<file path="config.mk">
export PLATFORM = sky130hd
export DESIGN_NAME = pipeline_ctrl
export DESIGN_NICKNAME = d
export VERILOG_FILES = /design/src/rtl/pipeline_ctrl_pkg.sv /design/src/rtl/pipeline_ctrl_hazard_detect.sv /design/src/rtl/pipeline_ctrl.sv
export SDC_FILE = /design/constraint.sdc
export NUM_CORES = 1
export LEC_CHECK = 0
export CORE_MARGIN = 2
export CORE_UTILIZATION = 38
export CTS_BUF_LIST = sky130_fd_sc_hd__clkbuf_2
export DETAILED_ROUTE_END_ITERATION = 10
export MAX_ROUTING_LAYER = met4
export PLACE_DENSITY_LB_ADDON = 0.2
export SLEW_MARGIN = 20
export SYNTH_ARGS = -nofsm -noshare
export SYNTH_HDL_FRONTEND = slang
export SYNTH_SLANG_ARGS = --single-unit
</file>
<file path="constraint.sdc">
create_clock -name clk_in -period 2.1 [get_ports clk_in]
set_input_delay 0.42 -clock clk_in [delete_from_list [all_inputs] [get_ports clk_in]]
set_output_delay 0.42 -clock clk_in [all_outputs]
set_load 0.01 [all_outputs]
</file>
<file path="src/rtl/pipeline_ctrl_pkg.sv">
// Shared definitions for the pipeline controller: register-address width,
// FSM state encodings, stall/bubble bit positions, canned stall patterns
// and the NOP encoding that bubbled pipeline registers load.
package pipeline_ctrl_pkg;

  localparam int RegAddrBus = 5;
  localparam int PIPE_REGS  = 5;

  typedef enum logic [1:0] {
    ST_RUN      = 2'd0,
    ST_MEM_WAIT = 2'd1,
    ST_DRAIN    = 2'd2
  } ctrl_state_e;

  // Bit positions shared by stall_out and bubble_out
  localparam int BIT_PC     = 0;
  localparam int BIT_IF_ID  = 1;
  localparam int BIT_ID_EX  = 2;
  localparam int BIT_EX_MEM = 3;
  localparam int BIT_MEM_WB = 4;

  // Stall patterns are thermometer codes: holding a register means holding
  // everything upstream of it as well.
  localparam logic [PIPE_REGS-1:0] STALL_NONE  = 5'b00000;
  localparam logic [PIPE_REGS-1:0] STALL_FETCH = 5'b00001;
  localparam logic [PIPE_REGS-1:0] STALL_LOAD  = 5'b00011;
  localparam logic [PIPE_REGS-1:0] STALL_MEM   = 5'b01111;

  // addi x0, x0, 0
  localparam logic [31:0] NOP_INSTR = 32'h0000_0013;

endpackage

</file>
<file path="src/rtl/pipeline_ctrl_hazard_detect.sv">
// hazard_detect: combinational load-use detector.
//   ex_is_load/ex_rd_addr  : load currently in EX and its destination
//   id_rs*_use/id_rs*_addr : source operands read by the instruction in ID
//   load_use               : ID needs a value the EX load has not produced yet
// x0 is hard-wired zero, so a load targeting it never creates a dependency.
import pipeline_ctrl_pkg::*;

module hazard_detect (
  input  logic                  ex_is_load,
  input  logic [RegAddrBus-1:0] ex_rd_addr,
  input  logic                  id_rs1_use,
  input  logic                  id_rs2_use,
  input  logic [RegAddrBus-1:0] id_rs1_addr,
  input  logic [RegAddrBus-1:0] id_rs2_addr,
  output logic                  load_use
);

  logic rs1_hit, rs2_hit;

  assign rs1_hit  = id_rs1_use & (id_rs1_addr == ex_rd_addr);
  assign rs2_hit  = id_rs2_use & (id_rs2_addr == ex_rd_addr);
  assign load_use = ex_is_load & (ex_rd_addr != '0) & (rs1_hit | rs2_hit);

endmodule

</file>
<file path="src/rtl/pipeline_ctrl.sv">
// pipeline_ctrl: stall / bubble / redirect generation for a 5-stage pipeline.
//   clk_in, rst_in (async, active low)
//   if_req_stall_in, mem_busy_in, ex_branch_taken_in : hazard sources
//   ex_is_load_in, ex_rd_addr_in, id_rs*_use_in, id_rs*_addr_in : load-use inputs
//   stall_out   : per-register hold (bit0 pc .. bit4 mem_wb)
//   bubble_out  : per-register NOP load, same indexing
//   redirect_out: PC takes the branch target
//   state_out   : RUN / MEM_WAIT / DRAIN
//   stall_cnt_out: saturating count of stalled cycles
// Control outputs are combinational from the registered state and current
// inputs; a single priority chain picks one hazard response per cycle.
import pipeline_ctrl_pkg::*;

module pipeline_ctrl (
  input  logic                  clk_in,
  input  logic                  rst_in,
  input  logic                  if_req_stall_in,
  input  logic                  mem_busy_in,
  input  logic                  ex_branch_taken_in,
  input  logic                  ex_is_load_in,
  input  logic [RegAddrBus-1:0] ex_rd_addr_in,
  input  logic                  id_rs1_use_in,
  input  logic                  id_rs2_use_in,
  input  logic [RegAddrBus-1:0] id_rs1_addr_in,
  input  logic [RegAddrBus-1:0] id_rs2_addr_in,
  output logic [PIPE_REGS-1:0]  stall_out,
  output logic [PIPE_REGS-1:0]  bubble_out,
  output logic                  redirect_out,
  output logic [1:0]            state_out,
  output logic [15:0]           stall_cnt_out
);

  ctrl_state_e          state_q;
  logic [15:0]          stall_cnt_q;
  logic                 load_use;
  logic [PIPE_REGS-1:0] stall, bubble;
  logic                 redirect;

  hazard_detect u_hazard (
    .ex_is_load  (ex_is_load_in),
    .ex_rd_addr  (ex_rd_addr_in),
    .id_rs1_use  (id_rs1_use_in),
    .id_rs2_use  (id_rs2_use_in),
    .id_rs1_addr (id_rs1_addr_in),
    .id_rs2_addr (id_rs2_addr_in),
    .load_use    (load_use)
  );

  always_comb begin
    stall    = STALL_NONE;
    bubble   = '0;
    redirect = 1'b0;
    if (mem_busy_in) begin
      // Freeze everything up to EX/MEM; MEM/WB gets a NOP so WB does not repeat
      stall              = STALL_MEM;
      bubble[BIT_MEM_WB] = 1'b1;
    end else if (ex_branch_taken_in) begin
      redirect           = 1'b1;
      bubble[BIT_IF_ID]  = 1'b1;
      bubble[BIT_ID_EX]  = 1'b1;
    end else if (load_use) begin
      stall              = STALL_LOAD;
      bubble[BIT_ID_EX]  = 1'b1;
    end else if (if_req_stall_in) begin
      stall              = STALL_FETCH;
      bubble[BIT_IF_ID]  = 1'b1;
    end
    // The fetch that was in flight at redirect time is from the wrong path
    if (state_q == ST_DRAIN) bubble[BIT_IF_ID] = 1'b1;
    // Reset overrides the outputs combinationally, not just at the next edge
    if (!rst_in) begin
      stall    = STALL_NONE;
      bubble   = '0;
      redirect = 1'b0;
    end
  end

  always_ff @(posedge clk_in or negedge rst_in) begin
    if (!rst_in) begin
      state_q     <= ST_RUN;
      stall_cnt_q <= '0;
    end else begin
      if (stall != STALL_NONE && stall_cnt_q != 16'hFFFF)
        stall_cnt_q <= stall_cnt_q + 16'd1;

      case (state_q)
        ST_RUN, ST_MEM_WAIT: begin
          // MEM_WAIT exit cycle runs the normal rules, so it shares RUN's arcs
          if (mem_busy_in)
            state_q <= ST_MEM_WAIT;
          else if (ex_branch_taken_in && if_req_stall_in)
            state_q <= ST_DRAIN;
          else
            state_q <= ST_RUN;
        end
        ST_DRAIN: begin
          // A new branch restarts the drain; memory stalls just hold it
          if (!mem_busy_in && !ex_branch_taken_in && !if_req_stall_in)
            state_q <= ST_RUN;
        end
        default: state_q <= ST_RUN;
      endcase
    end
  end

  assign stall_out     = stall;
  assign bubble_out    = bubble;
  assign redirect_out  = redirect;
  assign state_out     = state_q;
  assign stall_cnt_out = stall_cnt_q;

endmodule

</file>
== Word level (Yosys, flattened, before mapping) ==
Index checks and enable logic that the tools add are counted.
Widths: inputs -> output; s select.

* Eq/ne operators: 6
* Mux-type cells: 20
* Reduce and logical (&&, ||, !) cells: 11
* Add/sub/neg operators: 1
* Bitwise operators: 5

{| class="wikitable"
|+ Operator list
! operator !! number
|-
| $add 16x1->16 const B || 1
|-
| $ne 16x16->1 const B || 1
|-
| $mux 2 || 7
|-
| $eq 5x5->1 || 2
|-
| $mux 5 || 2
|-
| $reduce_bool 5->1 || 2
|-
| $mux 1 || 9
|-
| $and 1x1->1 || 4
|-
| $logic_and 1x1->1 || 4
|-
| $mux 4 || 1
|-
| $pmux 2 s2 || 1
|-
| $logic_not 1->1 || 3
|-
| $eq 2x1->1 const B || 1
|-
| $eq 2x2->1 const B || 1
|-
| $logic_not 2->1 || 1
|-
| $ne 2x1->1 const B || 1
|-
| $reduce_or 2->1 || 1
|-
| $or 1x1->1 || 1
|}

* Flip-flop bits (word level): 18
* Input port bits: 23
* Word-level logic and storage cells: 45
* Output and inout bits: 29

== Depth between registers and ports, before layout ==
Gate-level depths: netlist (run 1).

* Depth after elaboration: 10
* Mapped depth: 8
* Gate-level depth less buffers: 7

== By module ==
A second synthesis (run 1) with hierarchy kept.

* Cells, all modules: 125
* Area total of the unflattened synthesis: 1,204.9 um^2

{| class="wikitable"
|+ By module, submodules not included
! module !! times used !! area an instance (um^2) !! cells an instance !! seq. area each (um^2)
|-
| pipeline_ctrl || 1 || 1,071.0 || 108 || 450.4
|-
| hazard_detect || 1 || 133.9 || 17 || 0.0
|}

== Least setup slack after synthesis (run 1) ==
OpenSTA, ideal clock, no wires.

* Path type: input -> output
* Start point: input port ex_rd_addr_in[1]
* End point: output port stall_out[0]
* Required time: 1.680 ns
* Buffers on the path: 1
* Path slack: 0.056 ns
* Data arrival time: 1.624 ns
* Stages: 6
* Cell sequence: or4_1 o21ai_1 inv_1 a41oi_4 buf_6 inv_2

* Cells in the longest elaborated chain, start to end: 8
* Elaborated cells between the ends (all ways): 12
* Those cells by class: eq/ne (2); mux (4); bitwise (5); reduce/logical (1)

{| class="wikitable"
|+ Ends and longest elaborated chain
! element !! line !! RTL
|-
| start, declared || pipeline_ctrl.sv:21 || <nowiki>input logic [RegAddrBus-1:0] ex_rd_addr_in,</nowiki>
|-
| $eq 5x5->1 (on tied branches) || pipeline_ctrl_hazard_detect.sv:20, pipeline_ctrl_hazard_detect.sv:21 ||
|-
| $and 1x1->1 (on tied branches) || pipeline_ctrl_hazard_detect.sv:20, pipeline_ctrl_hazard_detect.sv:21 ||
|-
| $or 1x1->1 || pipeline_ctrl_hazard_detect.sv:22 || <nowiki>assign load_use = ex_is_load & (ex_rd_addr != '0) & (rs1_hit | rs2_hit);</nowiki>
|-
| $and 1x1->1 * || pipeline_ctrl_hazard_detect.sv:22 ||
|-
| $mux 2 * || pipeline_ctrl.sv:61 || <nowiki>end else if (load_use) begin</nowiki>
|-
| $mux 2 * || pipeline_ctrl.sv:57 || <nowiki>end else if (ex_branch_taken_in) begin</nowiki>
|-
| $mux 4 * || pipeline_ctrl.sv:53 || <nowiki>if (mem_busy_in) begin</nowiki>
|-
| $mux 5 * || pipeline_ctrl.sv:71 || <nowiki>if (!rst_in) begin</nowiki>
|-
| end, declared || pipeline_ctrl.sv:26 || <nowiki>output logic [PIPE_REGS-1:0] stall_out,</nowiki>
|}

Every way passes the cells marked *; elsewhere a longest branch is shown, timed or not.

== Worst setup path in the final report (run 1) ==
* Start point: input port ex_rd_addr_in[2]
* End point: output port stall_out[1]

The elaborated chain is that of the path after synthesis.

==> metrics.yaml, run 1 <==
drt:
  route.detailed.drc: 7
  wl_mm: 2.86
  drt_iter0_drc: 46
  final_antenna_net_count: 0
  wl_per_cell_um: 13.2
  routed-via-count: 1076
  routed_via_density: 4.96
  firstDrtPassIters: 7
synthesis:
  synth_area_per_cell_um2: 9.37
  synth-compound-area-share: 0.0673
  synth_top_area_frac: 0.397
  synthAdderAreaFrac: 0.0110
  synth_cell_types: 31
  async_reset_ff_frac: 1.00
  synthTopCellsByArea: "dfrtp_1 40%, xor2_1 11%, xnor2_1 7.7%"
  synth_top_area_cell: "dfrtp_1"
  synthMuxAreaShare: 0.0265
  ys_warn_count: 0
  netlist_instances: 121
  synth_commonest_cells: "18 x dfrtp_1, 14 x xor2_1, 11 x nand2_1"
  netlist_area_mm2: 0.00113
  synth_top_flop_cell: "dfrtp_1"
  synth.most_common_cell: "dfrtp_1"
  synth_xor_area_frac: 0.185
  synth_top_family_by_area: "simple AND/OR/NAND/NOR gates"
  synth_seq_cells: 18
  synthSimpleGateAreaFrac: 0.244
  yosysSeqAreaShare: 0.397
  synth_edf_count: 0
power_and_ir_drop:
  p_leak_nw: 0.818
  ir_drop_mv: 0.524
  finalPower_mw: 1.23
  cellPowerDensity_mw_per_mm2: 700
setup_path:
  arrival_ns: 1.65
  critPathTopFamily: "simple AND/OR/NAND/NOR gates"
  worstSetupPathType: "input port to output port"
  crit_path_top_delay_cell: "or4_4"
  cp_slowest_stage_delay_ns: 0.52
  worstPathCellList: "buf_6 > or4_4 > o21ai_2 > inv_2 > nand2_4 > nor2_2 > o21a_1 > buf_2"
  crit_fanout: 3
  path_buf_inv: 3
  critPathRequiredTime_ns: 1.68
  end_kind: "output port"
  cp-start-kind: "input port"
floorplan:
  ios: 52
  fp.dieW_um: 58.6
  coreArea_mm2: 0.00281
  rows: 19
  start_util: 0.404
  die_area_mm2: 0.00344
  die-height_um: 58.6
clock_tree:
  cts.clk_slew.worst_paths_ns: 0.16
  clkLatencyLatePin_ns: 0.30
  clock-sinks: 18
  htreeDepth: 1
  cts_tree: "built"
  numCtsBuffers: 3
  cts_buffer_depth: 2
  root_buffer: "clkbuf_2"
timing:
  period_share: 0.986
  hold_ws_ns: 0.408
  min_period_ns: 2.07
  hold_viol_final: 0
  skew_ns: 0.00798
  setup_violations: 0
  rsz0062_at_grt: "yes"
  fmax_mhz: 483
  slew_viol_final: 0
global_routing:
  track_usage: 0.194
  grt-ovfl-total: 0
  grt_pass1_vias: 1089
  antenna_found_initial: 0
  grt_start_max_net_pins: 16
  grt_pass1_wl_mm: 5.00
status:
  outcome: "finished with violations"
  violations: "DRC"
placed_design:
  gp_congestion: 0.871
  place_hpwl_mm: 2.25
  io_buffers: 48
  dpl_cell_area_mm2: 0.00173
final_layout:
  diodes: 0
  fin_nets: 211
  areaGrowthSynthToFinish_pct: 55.4
  drive_above_1_share: 0.231
  design_area_mm2: 0.00176
min_path:
  hp-class: "input port to asynchronous set/reset pin"
job:
  drv_cap: 0
## per-layer routing
layer / part of all wire / GRT usage
met1: 0.45 / 0.254
met2: 0.46 / 0.303
met3: 0.072 / 0.0264
met4: 0.015 / 0.0812
met5: 0 / -
## placed cells by master, fill, tap and decap left out, drive strengths merged, types with 4 or more instances in the layout
cell type / Yosys / final
clkdlybuf4s50: 0 / 25
nand4: 5 / 5
nor2: 6 / 6
nand2: 11 / 11
xnor2: 10 / 10
xor2: 14 / 14
inv: 4 / 4
o21ai: 4 / 4
buf: 8 / 27
nor3: 10 / 10
dlygate4sd2: 0 / 14
nand3: 7 / 7
dfrtp: 18 / 18
## power breakdown
group          total (mW)  switching [mW]  internal, mW
clock               0.145           0.104        0.0414
combinational       0.568           0.243         0.326
sequential          0.520          0.0868         0.433
total                1.23           0.433         0.800
## cell type report
cell class / instances / area, um^2
Clock inverter: 1 / 3.75
Inverter: 4 / 15.0
Multi-Input combinational cell: 93 / 652
Sequential cell: 18 / 450
Clock buffer: 3 / 15.0
Timing Repair Buffer: 67 / 587
Fill cell: 270 / 1040
Tap cell: 31 / 38.8
## metrics by stage
stage | TNS (ns) | setup WS [ns] | utilization | instances
2_1_floorplan | 0 | 0.0565 | - | 123
3_3_place_gp | -9.02 | -0.750 | 0.616 | 211
3_5_place_dp | -10.65 | -0.847 | 0.616 | 211
4_1_cts | -0.0180 | -0.0180 | 0.615 | 216
5_1_grt | -0.0420 | -0.0188 | 0.628 | 217
6_report | 0 | 0.0302 | 0.628 | 217
## flip-flops by register name, indices dropped and copies added (netlist names)
| name | count |
|---|---|
| stall_cnt_out | 16 |
| state_out | 2 |
## path summary, 6_finish.rpt
check / slack [ns] / depth (start not counted) / end / from
max in group asynchronous: 1.40 / 3 / stall_cnt_out[3] / rst_in
min in group clk_in: 0.49 / 1 / stall_cnt_out[7] / stall_cnt_out[7]
worst min register to register: 0.49 / 1 / stall_cnt_out[7] / stall_cnt_out[7]
worst max-delay path: 0.03 / 8 / stall_out[1] / ex_rd_addr_in[2]
worst min-delay path: 0.41 / 2 / state_out[0] / rst_in
worst max register to register: 0.24 / 8 / stall_cnt_out[1] / stall_cnt_out[1]
## kinds of logic after synthesis
group / after synthesis
muxes: 2
AOI/OAI and AO/OA: 10
other: 1
xor gates and xnor gates: 24
and+or+nand+nor: 53
DFF: 18
adders and majority gates: 1
buffers and inverters: 12
## what timing repair did
| item | in CTS | in global routing |
|---|---|---|
| hold buffers | 0 | 0 |
| cloned | 0 | 0 |
| setup buffers | 1 | 1 |
| pin swaps | 15 | 6 |
| endpoints found under the hold margin | 0 | 0 |
| endpoints found under the setup margin | 24 | 5 |
| gates resized for setup | 51 | 9 |
(Power assumes the default switching activity.)
==> run 2: changes to the inputs <==
--- a/config.mk
+++ b/config.mk
@@ -6,7 +6,7 @@
 export NUM_CORES = 1
 export LEC_CHECK = 0
 export CORE_MARGIN = 2
-export CORE_UTILIZATION = 38
+export CORE_UTILIZATION = 40
 export CTS_BUF_LIST = sky130_fd_sc_hd__clkbuf_2
 export DETAILED_ROUTE_END_ITERATION = 10
 export MAX_ROUTING_LAYER = met4
==> constraint.sdc (replaced) <==
create_clock -name clk_in -period 2.3 [get_ports clk_in]
set_input_delay 0.46 -clock clk_in [delete_from_list [all_inputs] [get_ports clk_in]]
set_output_delay 0.46 -clock clk_in [all_outputs]
set_load 0.01 [all_outputs]
==> run 2 against run 1 <==
Compared with the run above: the flow now finishes without violations; sequential power down 4.4%; flip-flop and latch count unchanged; critical path type unchanged; worst hold slack worse by 0.14 ns; via count down 0.19%; critical endpoint unchanged.
==> metrics.yaml, run 2 (synthesis results as in run 1) <==
min_path:
  hp-class: "input port to asynchronous set/reset pin"
final_layout:
  largest_reg_flops: 16
  final_common_cell: "clkdlybuf4s50_1"
  seq_area_um2: 450
  layout_common_cells: "24 x clkdlybuf4s50_1, 18 x dfrtp_1, 14 x xor2_1, 12 x dlygate4sd2_1, 12 x buf_4"
  multiInputGateArea_um2: 671
  fin_nets: 207
  areaGrowthSynthToFinish_pct: 55.8
  finalNonFillerCells: 213
  nFillCells: 239
  diodes: 0
  drive_above_1_share: 0.225
floorplan:
  die-height_um: 57.2
  die_area_mm2: 0.00328
  coreArea_mm2: 0.00273
  rows: 19
  ios: 52
  fp.dieW_um: 57.2
  start_util: 0.415
setup_path:
  crit_fanout: 3
  critPathRequiredTime_ns: 1.84
  worstSetupPathType: "input port to output port"
  end_kind: "output port"
  r2r_slack_ns: 0.32
  arrival_ns: 1.76
  crit_path_top_delay_cell: "or4_4"
  cp_slowest_stage_delay_ns: 0.43
  worstPathCellList: "clkdlybuf4s15_1 > or4_4 > o21ai_2 > inv_2 > nand2_4 > nor2_2 > o21a_1 > buf_2"
  cp-start-kind: "input port"
timing:
  rsz0062_at_grt: "no"
  skew_ns: 0.0156
  hold_viol_final: 0
  slew_viol_final: 0
  min_period_ns: 2.22
  hold_ws_ns: 0.269
  setup_violations: 0
  period_share: 0.963
  fmax_mhz: 451
placed_design:
  place_inst: 209
  place_hpwl_mm: 2.18
  io_buffers: 48
  gp_congestion: 0.788
drt:
  routed-via-count: 1074
  firstDrtPassIters: 4
  wl_per_cell_um: 13.4
  final_antenna_net_count: 0
  wl_mm: 2.84
  routed_via_density: 5.04
  route.detailed.drc: 0
  drt_iter0_drc: 25
clock_tree:
  post_cts_buffers: 0
  cts_tree: "built"
  cts.clk_slew.worst_paths_ns: 0.15
  root_buffer: "clkbuf_2"
  cts_buffer_depth: 2
  clkLatencyLatePin_ns: 0.30
  htreeDepth: 1
  clock-sinks: 18
  ctsHoldBuffers: 0
  numCtsBuffers: 3
power_and_ir_drop:
  p_leak_nw: 0.845
  finalPower_mw: 1.10
  ir_drop_mv: 0.649
  cellPowerDensity_mw_per_mm2: 621
global_routing:
  antenna_found_initial: 0
  grt_pass1_vias: 1108
  grt_start_max_net_pins: 17
  track_usage: 0.194
  grt_pass1_wl_mm: 4.87
  grt-ovfl-total: 0
job:
  drv_cap: 0
status:
  outcome: "complete, no violations"
## run 2: per-stage QoR
| step | area (um^2) | TNS [ns] | utilization | setup WS (ns) |
|---|---|---|---|---|
| final | 1770 | 0 | 0.646 | 0.0844 |
| after global routing | 1770 | 0 | 0.646 | 0.000386 |
| after CTS | 1730 | 0 | 0.634 | 0.00593 |
| after detailed placement | 1730 | -7.30 | 0.632 | -0.751 |
| after global placement | 1730 | -6.16 | 0.632 | -0.670 |
| after floorplan | 1140 | 0 | - | 0.177 |
## run 2: path summary, 6_finish.rpt
| check | startpoint | endpoint | cells past startpoint |
|---|---|---|---|
| worst max-delay path | ex_rd_addr_in[4] | stall_out[1] | 8 |
| worst min-delay path | rst_in | state_out[0] | 2 |
| worst max register to register | stall_cnt_out[0] | stall_cnt_out[1] | 8 |
| worst min register to register | state_out[1] | state_out[0] | 1 |
| max in group asynchronous | rst_in | stall_cnt_out[14] | 2 |
| min in group clk_in | state_out[1] | state_out[0] | 1 |
## run 2: timing repair
item | CTS | global route
setup endpoints to repair | 11 | 7
pin swaps | 17 | 11
hold endpoints to repair | 0 | 0
gates resized for setup | 46 | 13
## run 2: area by class of cell
cell class              count  area share
clock buffers               3     0.00850
inverters                   4     0.00850
well taps                  31      0.0220
clock inverters             1     0.00212
repair buffers             63       0.324
flip-flops and latches     18       0.255
multi-input cells          93       0.380
## run 2: per-layer routing
layer  up-vias  global-route usage  routed length (um)  share of wire
met2        35               0.328                1420           0.50
met3         6              0.0317                 151          0.053
li1        528                   -                   -              -
met4         0              0.0764                  38          0.013
met5         -                   -                   0              0
met1       505               0.229                1240           0.43
## run 2: power breakdown
part	total, mW	internal, mW	switching [mW]
registers	0.497	0.395	0.102
clock network	0.132	0.0378	0.0939
logic	0.469	0.274	0.195
## run 2: critical path, delay by kind of cell
kind | cells | cell delay [ns]
buffers and inverters | 3 | 0.43
AO/OA/AOI/OAI | 2 | 0.31
AND/OR/NAND/NOR | 3 | 0.56
